### src/rtl/agc_fetch_pkg.sv
// Shared types for the AGC instruction fetch path: word geometry, fetch FSM
// states and the buffered entry layout.
package agc_fetch_pkg;

  localparam int AGC_WORD_W = 16;
  localparam int AGC_DATA_W = 15;
  localparam int AGC_ADDR_W = 12;

  typedef enum logic [1:0] {
    IDLE = 2'd0,
    WAIT = 2'd1,
    DROP = 2'd2
  } fetch_state_t;

  typedef struct packed {
    logic [AGC_DATA_W-1:0] data;
    logic [AGC_ADDR_W-1:0] addr;
    logic                  perr;
  } fetch_entry_t;

  // Odd parity: a good word has an odd number of ones across all 16 bits.
  function automatic logic parity_err(input logic [AGC_WORD_W-1:0] word);
    return ~^word;
  endfunction

endpackage

### src/rtl/fetch_fifo.sv
// Generic DEPTH-entry synchronous FIFO with push/pop/clear and an occupancy
// count; the head entry is read straight from registered storage.
module fetch_fifo #(
  parameter int W     = 8,
  parameter int DEPTH = 2,
  localparam int PW   = $clog2(DEPTH),
  localparam int CW   = $clog2(DEPTH) + 1
) (
  input  logic          clk,
  input  logic          reset,
  input  logic          clear,
  input  logic          push,
  input  logic [W-1:0]  din,
  input  logic          pop,
  output logic [W-1:0]  dout,
  output logic [CW-1:0] count,
  output logic          empty
);

  logic [W-1:0]  mem [DEPTH];
  logic [PW-1:0] wr_ptr;
  logic [PW-1:0] rd_ptr;
  logic          full;
  logic          do_push;
  logic          do_pop;

  assign full    = (count == CW'(DEPTH));
  assign empty   = (count == '0);
  assign do_push = push && !full;
  assign do_pop  = pop && !empty;
  assign dout    = mem[rd_ptr];

  // Clear wins over any same-cycle push or pop; pointers wrap modulo DEPTH.
  always_ff @(posedge clk) begin
    if (reset) begin
      wr_ptr <= '0;
      rd_ptr <= '0;
      count  <= '0;
      for (int i = 0; i < DEPTH; i++) mem[i] <= '0;
    end else if (clear) begin
      wr_ptr <= '0;
      rd_ptr <= '0;
      count  <= '0;
    end else begin
      if (do_push) begin
        mem[wr_ptr] <= din;
        wr_ptr      <= wr_ptr + PW'(1);
      end
      if (do_pop) rd_ptr <= rd_ptr + PW'(1);
      case ({do_push, do_pop})
        2'b10:   count <= count + CW'(1);
        2'b01:   count <= count - CW'(1);
        default: count <= count;
      endcase
    end
  end

endmodule

### src/rtl/instr_fetch.sv
// Instruction fetch: issues one memory read at a time from the PC stream,
// parity-checks the returned AGC word and buffers it for decode.
//
// state | meaning
// IDLE  | no request outstanding; may issue when a FIFO slot is free
// WAIT  | one request outstanding; its response will be buffered
// DROP  | one request outstanding; its response is discarded (flushed)
module instr_fetch
  import agc_fetch_pkg::*;
#(
  parameter int DEPTH = 2,
  parameter int AW    = 12,
  parameter int WW    = 16
) (
  input  logic          clk,
  input  logic          reset,
  input  logic [AW-1:0] pc_addr,
  output logic          pc_enable,
  output logic          mem_read,
  output logic [AW-1:0] mem_addr,
  input  logic          mem_rvalid,
  input  logic [WW-1:0] mem_rdata,
  input  logic          flush,
  output logic          instr_valid,
  input  logic          instr_ready,
  output logic [WW-2:0] instr_word,
  output logic [AW-1:0] instr_addr,
  output logic          instr_perr
);

  localparam int CW = $clog2(DEPTH) + 1;

  fetch_state_t  state;
  fetch_state_t  state_n;
  logic [CW-1:0] count;
  logic [AW-1:0] req_addr;
  logic          issue;
  logic          push;
  logic          pop;
  logic          empty;
  fetch_entry_t  din;
  fetch_entry_t  head;

  always_ff @(posedge clk) begin
    if (reset) state <= IDLE;
    else       state <= state_n;
  end

  // Issue uses the registered count, so a pop while full lets the next
  // issue happen one cycle later rather than combinationally.
  always_comb begin
    state_n = state;
    issue   = 1'b0;
    push    = 1'b0;
    unique case (state)
      IDLE: begin
        issue = (count < CW'(DEPTH)) && !flush && !reset;
        if (issue) state_n = WAIT;
      end
      WAIT: begin
        push = mem_rvalid && !flush;
        if (mem_rvalid)  state_n = IDLE;
        else if (flush)  state_n = DROP;
      end
      DROP: begin
        if (mem_rvalid) state_n = IDLE;
      end
      default: state_n = IDLE;
    endcase
  end

  assign mem_read  = issue;
  assign pc_enable = issue;
  assign mem_addr  = issue ? pc_addr : '0;

  always_ff @(posedge clk) begin
    if (reset)      req_addr <= '0;
    else if (issue) req_addr <= pc_addr;
  end

  assign pop = instr_valid && instr_ready;
  assign din = '{data: mem_rdata[WW-2:0], addr: req_addr, perr: parity_err(mem_rdata)};

  fetch_fifo #(
    .W     ($bits(fetch_entry_t)),
    .DEPTH (DEPTH)
  ) u_fifo (
    .clk   (clk),
    .reset (reset),
    .clear (flush),
    .push  (push),
    .din   (din),
    .pop   (pop),
    .dout  (head),
    .count (count),
    .empty (empty)
  );

  assign instr_valid = !empty;
  assign instr_word  = head.data;
  assign instr_addr  = head.addr;
  assign instr_perr  = head.perr;

endmodule

### config.mk
export PLATFORM = sky130hd
export DESIGN_NAME = instr_fetch
export DESIGN_NICKNAME = d
export VERILOG_FILES = /design/src/rtl/agc_fetch_pkg.sv /design/src/rtl/fetch_fifo.sv /design/src/rtl/instr_fetch.sv
export SDC_FILE = /design/constraint.sdc
export NUM_CORES = 1
export LEC_CHECK = 0
export CORE_AREA = 2 2 113 115
export DETAILED_ROUTE_END_ITERATION = 12
export DIE_AREA = 0 0 115 117
export PLACE_DENSITY = 0.61
export SYNTH_ARGS = -nofsm -noshare
export SYNTH_HDL_FRONTEND = slang
export SYNTH_SLANG_ARGS = --single-unit
export TNS_END_PERCENT = 100
### constraint.sdc
create_clock -name clk -period 6.1 [get_ports clk]
set_input_delay 1.22 -clock clk [delete_from_list [all_inputs] [get_ports clk]]
set_output_delay 1.22 -clock clk [all_outputs]
set_load 0.01 [all_outputs]
# Yosys cells after proc, flatten, opt, wreduce, memory -nomap -nowiden
# Memory sizes are Yosys's and may differ from the RTL's. A register that Yosys moved wholly into a read port is not among the register bits.
# Cells that the tools add are included.
dict set report classes {
  n_reduce_logical 17
  n_addsub 4
  n_lt_le_gt_ge 1
  n_mux 20
  n_bitwise 0
  n_div 0
  multipliers 0
  n_shift 0
  n_eq_ne 8
}
# op n
set op_table {}
lappend op_table {{$mux 28} 1}
lappend op_table {{$reduce_or 28->1} 1}
lappend op_table {{$reduce_xnor 16->1} 1}
lappend op_table {{$mux 1} 12}
lappend op_table {{$mux 12} 1}
lappend op_table {{$mux 2} 4}
lappend op_table {{$eq 2x2->1 const B} 3}
lappend op_table {{$logic_and 1x1->1} 6}
lappend op_table {{$pmux 2 s3} 1}
lappend op_table {{$eq 2x1->1 const B} 2}
lappend op_table {{$logic_not 1->1} 4}
lappend op_table {{$logic_not 2->1} 2}
lappend op_table {{$ne 2x2->1 const B} 2}
lappend op_table {{$pmux 2 s2} 1}
lappend op_table {{$ne 3x3->1 const B} 1}
lappend op_table {{$reduce_and 3->1} 1}
lappend op_table {{$add 1x1->1 const B} 2}
lappend op_table {{$add 2x1->2 const B} 1}
lappend op_table {{$lt 2x2->1 const B} 1}
lappend op_table {{$reduce_bool 2->1} 1}
lappend op_table {{$reduce_or 2->1} 1}
lappend op_table {{$sub 2x1->2 const B} 1}
dict set report word_totals {
  ff_bits 18
  latchBits 0
  wordCells 56
  memories 1
  input_bits 33
  rom_bits 0
  mem_bits_rw 56
}
# name depth width rd rd_ports_with_merged_regs wr line
set mem_list {}
lappend mem_list {u_fifo.mem 2 28 1 1 2 fetch_fifo.sv:20} ;# logic [W-1:0] mem [DEPTH];

# Logic depth before layout (Yosys ltp)
# Gate-level depths: netlist (run 1).
dict set report depth {
  word_depth 10
  ltp_mapped 8
  mapped_depth_nobuf 6
}

# Cells and area by module
# Synthesis (run 1) repeated with hierarchy kept, for this count alone.
dict set report hier_totals {
  hier_cells 273
  area_unflattened_um2 3468.3
}
# mod area_each_um2 cells_per_inst instances
set by_module_without_submodules {}
lappend by_module_without_submodules {fetch_fifo 2705.1 179 1}
lappend by_module_without_submodules {instr_fetch 763.2 94 1}

# Worst setup path before layout (run 1)
# OpenSTA, ideal clock, no wires.
dict set report synth_path {
  kind {input port to output port}
  startpoint {in reset}
  endpoint {out mem_addr[10]}
  required_time_ns 4.880
  stages 8
  t_arrival_ns 2.487
  slack_ns 2.393
  n_path_buf 3
  cell_sequence {buf_6 > or2_1 > buf_2 > or4_4 > clkinv_2 > buf_8 > nand2_2 > inv_1}
}
dict set report synth_via {
  elab_chain_len 4
}
# element line
set synth_rtl {}
lappend synth_rtl {{start: declaration} instr_fetch.sv:16} ;# input logic reset,
lappend synth_rtl {{$logic_not 1->1} instr_fetch.sv:57} ;# issue = (count < CW'(DEPTH)) && !flush && !reset;
lappend synth_rtl {{$logic_and 1x1->1} instr_fetch.sv:57}
lappend synth_rtl {{$mux 1} instr_fetch.sv:55} ;# unique case (state)
lappend synth_rtl {{net mem_read} instr_fetch.sv:19} ;# output logic mem_read,
lappend synth_rtl {{$mux 12} instr_fetch.sv:74} ;# assign mem_addr = issue ? pc_addr : '0;
lappend synth_rtl {{end: declaration} instr_fetch.sv:20} ;# output logic [AW-1:0] mem_addr,
# The timed path passes the listed nets, and every way through them passes these cells.

# Final worst setup path (run 1)
dict set report layout_path {
  startpoint {in reset}
  endpoint {out mem_addr[0]}
}
dict set report layout_via {
  elab_chain_len 4
}
# element line
set layout_rtl {}
lappend layout_rtl {{$logic_not 1->1} instr_fetch.sv:57}
lappend layout_rtl {{$logic_and 1x1->1} instr_fetch.sv:57}
lappend layout_rtl {{$mux 1} instr_fetch.sv:55}
lappend layout_rtl {{$mux 12} instr_fetch.sv:74}
# Every way passes these cells.

==> metrics.yaml, run 1 <==
post_drt_via_cell_ratio: 4.16
p_seq_frac: 0.462
p_sw_frac: 0.215
synth_edf_count: 56
fin_skew_ns: 0.00482
syn_area_um2: 3380
num_vias: 2064
slew_headroom: 0.383
comb_power_share: 0.099
cp.arrival_ns: 3.63
yosysSeqAreaShare: 0.610
hp-class: "flip-flop to flip-flop"
start_util: 0.275
ys.flop_type: "edfxtp_1"
fmax_mhz: 206
min_period_ns: 4.85
use_met3: 0.0427
critPathMaxFanout: 19
synth_most_common_cell: "edfxtp_1"
end_kind: "primary output"
wl_per_cell_um: 13.4
insertion_delay_ns: 0.33
syn_area_per_cell_um2: 12.8
place.port_buffers: 75
hpwl_mm: 4.52
synth_top_area_frac: 0.497
dr.pass1.iters: 4
cts_setup_buffers: 0
busiest_layer: "met2"
fin_tns_setup_ns: 0
ir_worst_vdd_mv: 0.0911
run_status: "complete, no violations"
grt_max_degree: 29
setup_viol: 0
ys_async_sr_fraction: 0
synthAdderAreaFrac: 0.00370
synth_compound_area_frac: 0.0422
cts_buffer_depth: 2
slew_viol_final: 0
dp_slack_ns: 1.22
synthMuxAreaShare: 0.0966
grtUsageMet2: 0.179
synth_common_cells: "edfxtp_1, and2_1, mux2_2, dfxtp_1, xnor2_1"
cts_tree: "done"
grt_use_met1: 0.132
grt_overflow: 0
worst_pin_slew_ns: 0.923
hold_violations: 0
crit_type: "primary input to primary output"
drc_errors: 0
critical_path_required_ns: 4.88
startpoint_type: "primary input"
hold_slack_ns: 0.480
antenna_found_initial: 0
path_clk_slew_ns: 0.06
power.internal_mw: 0.973
yosysTopAreaCell: "edfxtp_1"
drive_gt1_frac: 0.214
drtAntennaViolNets: 0
gp_congestion: 0.665
cts_buffers: 9
wirelength_mm: 6.67
rsz0062_at_grt: "false"
die-area_um2: 13500
worst_slack_ns: 1.25
drt_iter0_markers: 53
fin_nets: 376
cap_violations: 0
synth_nets: 299
synth_top_family_by_area: "simple AND/OR/NAND/NOR gates"
power_density_nw_per_um2: 268
yosys.area_share.simple: 0.160
core_um2: 12300
synth_cells: 265
yosys-top-cells-area: "edfxtp_1, dfxtp_1, and2_1"
io_pins: 76
synth_seq_cells: 75
rows: 41
p_leak_nw: 1.72
cts_root_buf: "clkbuf_16"
p_switching_mw: 0.266
synth-xor-area-share: 0.0492
grt_pass1_wl_mm: 10.8
hold_buffers: 0
clkPwrFrac: 0.438
die_w_um: 115
die_h_um: 117
cts_sinks: 75
antenna_cells: 0
nFillCells: 1203
fin_crit_sh: 0.796
area_growth_pct: 36.6
grt_usage: 0.109
htree_levels: 3
cts_resized: 0
grt_pass1_vias: 2168
synth_cell_type_count: 31
ys_warn_count: 0
## per-layer routing
| metal | wire length, um | share of wire |
|---|---|---|
| met5 | 0 | 0 |
| met4 | 85 | 0.013 |
| met3 | 369 | 0.055 |
| met2 | 3180 | 0.48 |
| met1 | 3040 | 0.46 |
## critical path: stages
cell and delay, ns:
clkdlybuf4s50_1 0.39, buf_4 0.22, or2_1 0.31, or4_4 0.53
clkinv_2 0.24, nand2_1 0.12, inv_1 0.07, clkdlybuf4s50_1 0.53
## power by group through the flow
stage	Clock [mW]	Sequential (mW)	Combinational (mW)
2_1_floorplan	0	0.582	0.0639
3_3_place_gp	0	0.583	0.126
3_5_place_dp	0	0.584	0.125
4_1_cts	0.557	0.573	0.127
5_1_grt	0.582	0.575	0.136
6_report	0.543	0.573	0.123
## registers in the layout, summed over array words and instances (netlist names), named ones only
name,count
u_fifo.count,2
u_fifo.wr_ptr,1
req_addr,12
u_fifo.mem,56
u_fifo.rd_ptr,1
state,2
## cell families after synthesis
kind of cell / after synthesis
AND/OR/NAND/NOR: 95
flip-flops: 75
multiplexers: 29
buffers and inverters: 28
XOR/XNOR: 19
AO/OA/AOI/OAI: 18
adder cells (fa/ha/maj): 1
## worst paths after layout
check | start | slack, ns | endpoint | depth (start not counted)
worst max-delay path | reset | 1.25 | mem_addr[0] | 8
worst min-delay path | req_addr[3]$_SDFFE_PP0P_ | 0.48 | req_addr[3]$_SDFFE_PP0P_ | 2
worst max register to register | state[1]$_SDFFE_PP0P_ | 3.92 | u_fifo.mem[1][9]$_SDFFCE_PN0P_ | 5
worst min register to register | req_addr[3]$_SDFFE_PP0P_ | 0.48 | req_addr[3]$_SDFFE_PP0P_ | 2
## through the flow
stage / std cells / util / power, mW / area (um^2)
finish: 496 / 0.375 / 1.24 / 4620
global route: 496 / 0.375 / 1.29 / 4620
CTS: 496 / 0.375 / 1.26 / 4620
detailed placement: 481 / 0.350 / 0.710 / 4310
global placement: 481 / 0.350 / 0.709 / 4310
floorplan: 265 / - / 0.646 / 3380
## area by class of cell
type / count / area [um^2] / share of cell area
flip-flops and latches: 75 / 2060 / 0.446
clock inverters: 5 / 60.1 / 0.0130
repair buffers: 79 / 781 / 0.169
well taps: 150 / 188 / 0.0406
clock buffers: 10 / 250 / 0.0542
multi-input cells: 162 / 1220 / 0.264
inverters: 15 / 57.6 / 0.0125
## cells in the final DEF (no fill, tap or decap), drive strengths merged
master         instances
clkbuf                10
buf                    4
nor2b                  1
clkinv                 3
o21ai                  1
mux2                  29
bufinv                 1
ha                     1
and2                  55
xor2                   2
dfxtp                 19
or4                    1
o21bai                 2
a2111oi                1
xnor2                 17
a21oi                 13
inv                   15
nor4                   1
nor3                   3
nand2                 25
clkdlybuf4s50         75
or2                    2
o2111ai                1
nor2                   6
edfxtp                56
or3                    1
clkinvlp               1
Power figures use the tool's default switching activity.
==> inputs of run 2 (changes only) <==
PLACE_DENSITY = 0.63   (was 0.61)
clock period = 4.4 ns   (was 6.1 ns; I/O delays follow)
==> metrics.yaml, run 2 (same netlist as run 1, synthesis figures left out) <==
run_status: "complete, no violations"
slew_headroom: 0.533  # +0.150
r2r_end: "u_fifo.count[1]$_SDFFE_PP0P_"
drc_errors: 0  # unchanged
antenna_cells: 0  # unchanged
post_drt_via_cell_ratio: 4.20  # +1.0%
start_util: 0.275  # unchanged
slew_viol_final: 0  # unchanged
startpoint_type: "primary input"
critPathMaxFanout: 14  # -5
min_period_ns: 4.03
top_register: "u_fifo.mem"
io_pins: 76  # unchanged
clkPwrFrac: 0.417  # -0.021
critical_path_required_ns: 3.52  # -1.36 ns
rows: 41  # unchanged
layout_commonest_cell: "clkdlybuf4s50_1"
hpwl_mm: 4.58  # +1.3%
hp-class: "flip-flop to flip-flop"
wirelength_mm: 6.81  # +2.2%
whs_endpoint: "req_addr[2]$_SDFFE_PP0P_"
hold_start: "req_addr[2]$_SDFFE_PP0P_"
cts_tree: "done"
p_seq_frac: 0.480  # +0.018
grt_max_degree: 29  # unchanged
wl_per_cell_um: 13.7  # +1.6%
place.port_buffers: 75  # unchanged
r2r-start: "u_fifo.count[1]$_SDFFE_PP0P_"
htree_levels: 3  # unchanged
cap_violations: 0  # unchanged
area_growth_pct: 35.8
fin_nets: 378  # +0.53%
grt_pass1_vias: 2280  # +5.2%
path_clk_slew_ns: 0.06  # about the same
cts_setup_buffers: 0  # unchanged
worst_pin_slew_ns: 0.700  # -0.223 ns
cts_buffer_depth: 2  # unchanged
fin_crit_sh: 0.915
grt_overflow: 0  # unchanged
hold_violations: 0  # unchanged
total_power_mw: 1.66  # +34%
grt_usage: 0.108  # -0.000602
r2r_slack_ns: 2.57  # -1.35 ns
fin_tns_setup_ns: 0  # unchanged
power.internal_mw: 1.27  # +30%
hold_buffers: 0  # unchanged
gp_congestion: 0.703  # +5.6%
whs_path_depth: 2  # unchanged
antenna_found_initial: 0  # unchanged
reg2regPathDepth: 5  # unchanged
comb_power_share: 0.103  # +0.004
drtAntennaViolNets: 0  # unchanged
drive_gt1_frac: 0.221  # +0.00676
p_switching_mw: 0.387  # +46%
insertion_delay_ns: 0.33  # about the same
rsz0062_at_grt: "false"
top_regs: "u_fifo.mem (56), req_addr (12)"
fmax_mhz: 248
power_density_nw_per_um2: 360  # +34%
cp.arrival_ns: 3.15  # -0.48 ns
p_leak_nw: 1.72  # -0.31%
layout_common_cells: "clkdlybuf4s50_1, edfxtp_1, and2_1"
die-area_um2: 13500  # unchanged
drt_iter0_markers: 57  # +7.5%
setup_viol: 0  # unchanged
largest_register_ffs: 56  # unchanged
p_sw_frac: 0.234  # +0.0195
num_vias: 2098  # +1.6%
die_h_um: 117  # unchanged
fin_skew_ns: 0.00571  # +0.000896 ns
cts_resized: 0  # unchanged
dr.pass1.iters: 4  # unchanged
end_kind: "primary output"
die_w_um: 115  # unchanged
core_um2: 12300  # unchanged
crit_type: "primary input to primary output"
cts_buffers: 9  # unchanged
cts_sinks: 75  # unchanged
grt_pass1_wl_mm: 11.1  # +2.6%
cts_root_buf: "clkbuf_16"
ir_worst_vdd_mv: 0.148  # +63%
## run 2: changes by cell type in the layout (fill, tap and decap cells not counted)
| cell | previous run | this run |
|---|---|---|
| clkinv_4 | 1 | 3 |
| buf_4 | 4 | 6 |
| clkbuf_16 | 10 | 9 |
| o21bai_4 | 2 | 0 |
| o21bai_2 | 0 | 2 |
| bufinv_16 | 1 | 0 |
| clkinv_2 | 2 | 1 |
| inv_6 | 1 | 3 |
## run 2: how the worst max path moves through the flow
stage | from | to | slack [ns] | cells past startpoint
final | flush | mem_addr[0] | 0.37 | 7
after global routing | flush | mem_addr[0] | 0.23 | 7
after floorplan | reset | mem_addr[10] | 1.37 | 8
after global placement | flush | mem_addr[0] | 0.45 | 7
after detailed placement | flush | mem_addr[0] | 0.37 | 7
after CTS | flush | mem_addr[0] | 0.35 | 7
## run 2: worst max-delay path, stage by stage
cell and delay [ns]:
clkdlybuf4s50_1 0.43, or2_1 0.33, or4_4 0.53, clkinv_2 0.23, nand2_1 0.12, inv_1 0.07
clkdlybuf4s50_1 0.54
## run 2: stage by stage
step | instances | cell area [um^2] | hold slack [ns] | utilization | worst slack [ns]
6_report | 499 | 4590 | 0.475 | 0.373 | 0.374
5_1_grt | 499 | 4590 | 0.501 | 0.373 | 0.226
2_1_floorplan | 265 | 3380 | 0.437 | - | 1.37
3_3_place_gp | 483 | 4310 | 0.463 | 0.350 | 0.448
3_5_place_dp | 483 | 4310 | 0.468 | 0.350 | 0.366
4_1_cts | 499 | 4590 | 0.476 | 0.373 | 0.354
## run 2: area by class of cell
class,count,area (um^2)
fillers,1240,7720
flip-flops and latches,75,2060
multi-input cells,162,1210
repair buffers,81,796
clock buffers,9,225
well taps,150,188
clock inverters,7,60.1
inverters,15,57.6
## run 2: power by group through the flow
stage	combinational (mW)	clock [mW]	sequential, mW
6_report	0.170	0.691	0.794
5_1_grt	0.187	0.741	0.797
4_1_cts	0.176	0.711	0.794
3_5_place_dp	0.174	0	0.810
3_3_place_gp	0.174	0	0.808
2_1_floorplan	0.0885	0	0.807
## run 2: routing by layer
layer  global-route usage  share of wire  vias to the layer above
li1                     -              -                     1058
met1                0.127           0.45                      972
met2                0.189           0.49                       56
met3               0.0221          0.043                       12
met4               0.0530          0.021                        0
met5                    0              0                        -
==> inputs of run 3 (changes only) <==
CORE_AREA = 2 2 90 92   (was 2 2 113 115)
DIE_AREA = 0 0 92 94   (was 0 0 115 117)
PLACE_DENSITY = 0.86   (was 0.63)
==> metrics.yaml, run 3 (same netlist as run 1, synthesis figures left out) <==
grt_max_degree: 29  # unchanged
fin_crit_sh: 0.904  # -0.0104
htree_levels: 3  # unchanged
grt_pass1_vias: 2132  # -6.5%
die_h_um: 94  # -20%
cts_sinks: 75  # unchanged
setup_viol: 0  # unchanged
cp.arrival_ns: 3.10  # -0.05 ns
fin_tns_setup_ns: 0  # unchanged
antenna_found_initial: 0  # unchanged
start_util: 0.445  # +0.170
wirelength_mm: 6.14  # -10%
cts_buffer_depth: 2  # unchanged
drtAntennaViolNets: 0  # unchanged
wl_met2_mm: 2.94  # -12%
hold_violations: 0  # unchanged
critical_path_required_ns: 3.52  # about the same
hold_buffers: 0  # unchanged
cap_violations: 0  # unchanged
dp.cells: 435  # -9.9%
io_pins: 76  # unchanged
slew_viol_final: 0  # unchanged
largest_register_ffs: 56  # unchanged
hpwl_mm: 4.15  # -9.3%
nFillCells: 634  # -49%
worst_pin_slew_ns: 0.700  # -0.000494 ns
startpoint_type: "primary input"
die-area_um2: 8650  # -36%
wl_per_cell_um: 13.6  # -0.37%
grt_pass1_wl_mm: 10.1  # -9.1%
post_drt_via_cell_ratio: 4.71  # +12%
layout_common_cells: "clkdlybuf4s50_1, edfxtp_1, and2_1"
min_period_ns: 3.98  # -0.0459 ns
antenna_cells: 0  # unchanged
insertion_delay_ns: 0.35  # +0.02 ns
area_growth_pct: 31.3
path_clk_slew_ns: 0.07  # about the same
fin_nets: 378  # unchanged
slew_headroom: 0.531  # -0.00157
wl_met1_mm: 2.71  # -11%
grt_overflow: 0  # unchanged
multiInputGateArea_um2: 1210  # unchanged
drc_errors: 0  # unchanged
drive_gt1_frac: 0.218  # -0.00287
power_density_nw_per_um2: 334  # -7.3%
end_kind: "primary output"
rows: 32  # -22%
wl_met3_um: 384  # +31%
crit_type: "primary input to primary output"
num_vias: 2124  # +1.2%
ir_worst_vdd_mv: 0.160  # +8.0%
rsz0062_at_grt: "false"
grt_usage: 0.152  # +0.0437
final-seq-area_um2: 2060  # unchanged
cts_setup_buffers: 0  # unchanged
run_status: "complete, no violations"
top_layer_used: "met4"
cts_tree: "done"
layout_commonest_cell: "clkdlybuf4s50_1"
total_power_mw: 1.48  # -10%
drt_iter0_markers: 69  # +21%
die_w_um: 92  # -20%
hp-class: "flip-flop to flip-flop"
cts_root_buf: "clkbuf_8"
core_um2: 7610  # -38%
cts_resized: 0  # unchanged
p_leak_nw: 1.68  # -2.3%
top_regs: "u_fifo.mem (56), req_addr (12)"
critPathMaxFanout: 14  # unchanged
fin_skew_ns: 0.00796  # +0.00224 ns
dr.pass1.iters: 4  # unchanged
gp_congestion: 0.711  # +1.2%
stdcell_count: 451  # -9.6%
cts_buffers: 9  # unchanged
place.port_buffers: 75  # unchanged
fmax_mhz: 251  # +1.2%
top_register: "u_fifo.mem"
==> run 3: changes by cell type in the layout (fill, tap and decap cells not counted) <==
| cell | before | now |
|---|---|---|
| clkbuf_16 | 9 | 0 |
| clkbuf_8 | 0 | 9 |
| clkinv_2 | 1 | 3 |
| clkinv_4 | 3 | 1 |
| inv_6 | 3 | 1 |
| bufinv_16 | 0 | 1 |
| clkbuf_1 | 0 | 1 |
==> run 3: path summary, 6_finish.rpt <==
path | cells after the start | endpoint | slack (ns) | from
worst max register to register | 4 | u_fifo.mem[1][10]$_SDFFCE_PN0P_ | 2.30 | state[1]$_SDFFE_PP0P_
worst min-delay path | 2 | req_addr[1]$_SDFFE_PP0P_ | 0.47 | req_addr[1]$_SDFFE_PP0P_
worst min register to register | 2 | req_addr[1]$_SDFFE_PP0P_ | 0.47 | req_addr[1]$_SDFFE_PP0P_
worst max-delay path | 7 | mem_addr[0] | 0.42 | flush
==> run 3: report_power, final <==
group / internal [mW] / switching [mW]
registers: 0.784 / 0.00940
clock network: 0.263 / 0.259
logic: 0.0929 / 0.0761
==> run 3: layout make-up <==
type | count | area share
sequential | 75 | 0.464
inverter | 15 | 0.0130
clock inverter | 6 | 0.0146
multi-input combinational | 162 | 0.272
timing repair buffer | 81 | 0.179
tap | 102 | 0.0287
clock buffer | 10 | 0.0287
==> run 3: through the flow <==
step | hold slack [ns] | instance area [um^2] | util | worst slack, ns
4_1_cts | 0.470 | 4440 | 0.584 | 0.404
3_3_place_gp | 0.460 | 4250 | 0.559 | 0.467
6_report | 0.471 | 4440 | 0.584 | 0.420
3_5_place_dp | 0.459 | 4250 | 0.559 | 0.417
5_1_grt | 0.507 | 4440 | 0.584 | 0.287
2_1_floorplan | 0.437 | 3380 | - | 1.37
==> run 3: layer usage <==
| metal | vias up | GRT usage |
|---|---|---|
| met2 | 63 | 0.253 |
| met4 | 0 | 0.0597 |
| met5 | - | 0 |
| met3 | 10 | 0.0425 |
| met1 | 994 | 0.188 |
| li1 | 1057 | - |
==> run 3: worst max-delay path, cell delays in order <==
cell,delay (ns)
clkdlybuf4s50_1,0.43
or2_1,0.32
or4_4,0.53
clkinv_2,0.23
nand2_1,0.11
inv_1,0.07
clkdlybuf4s50_1,0.52
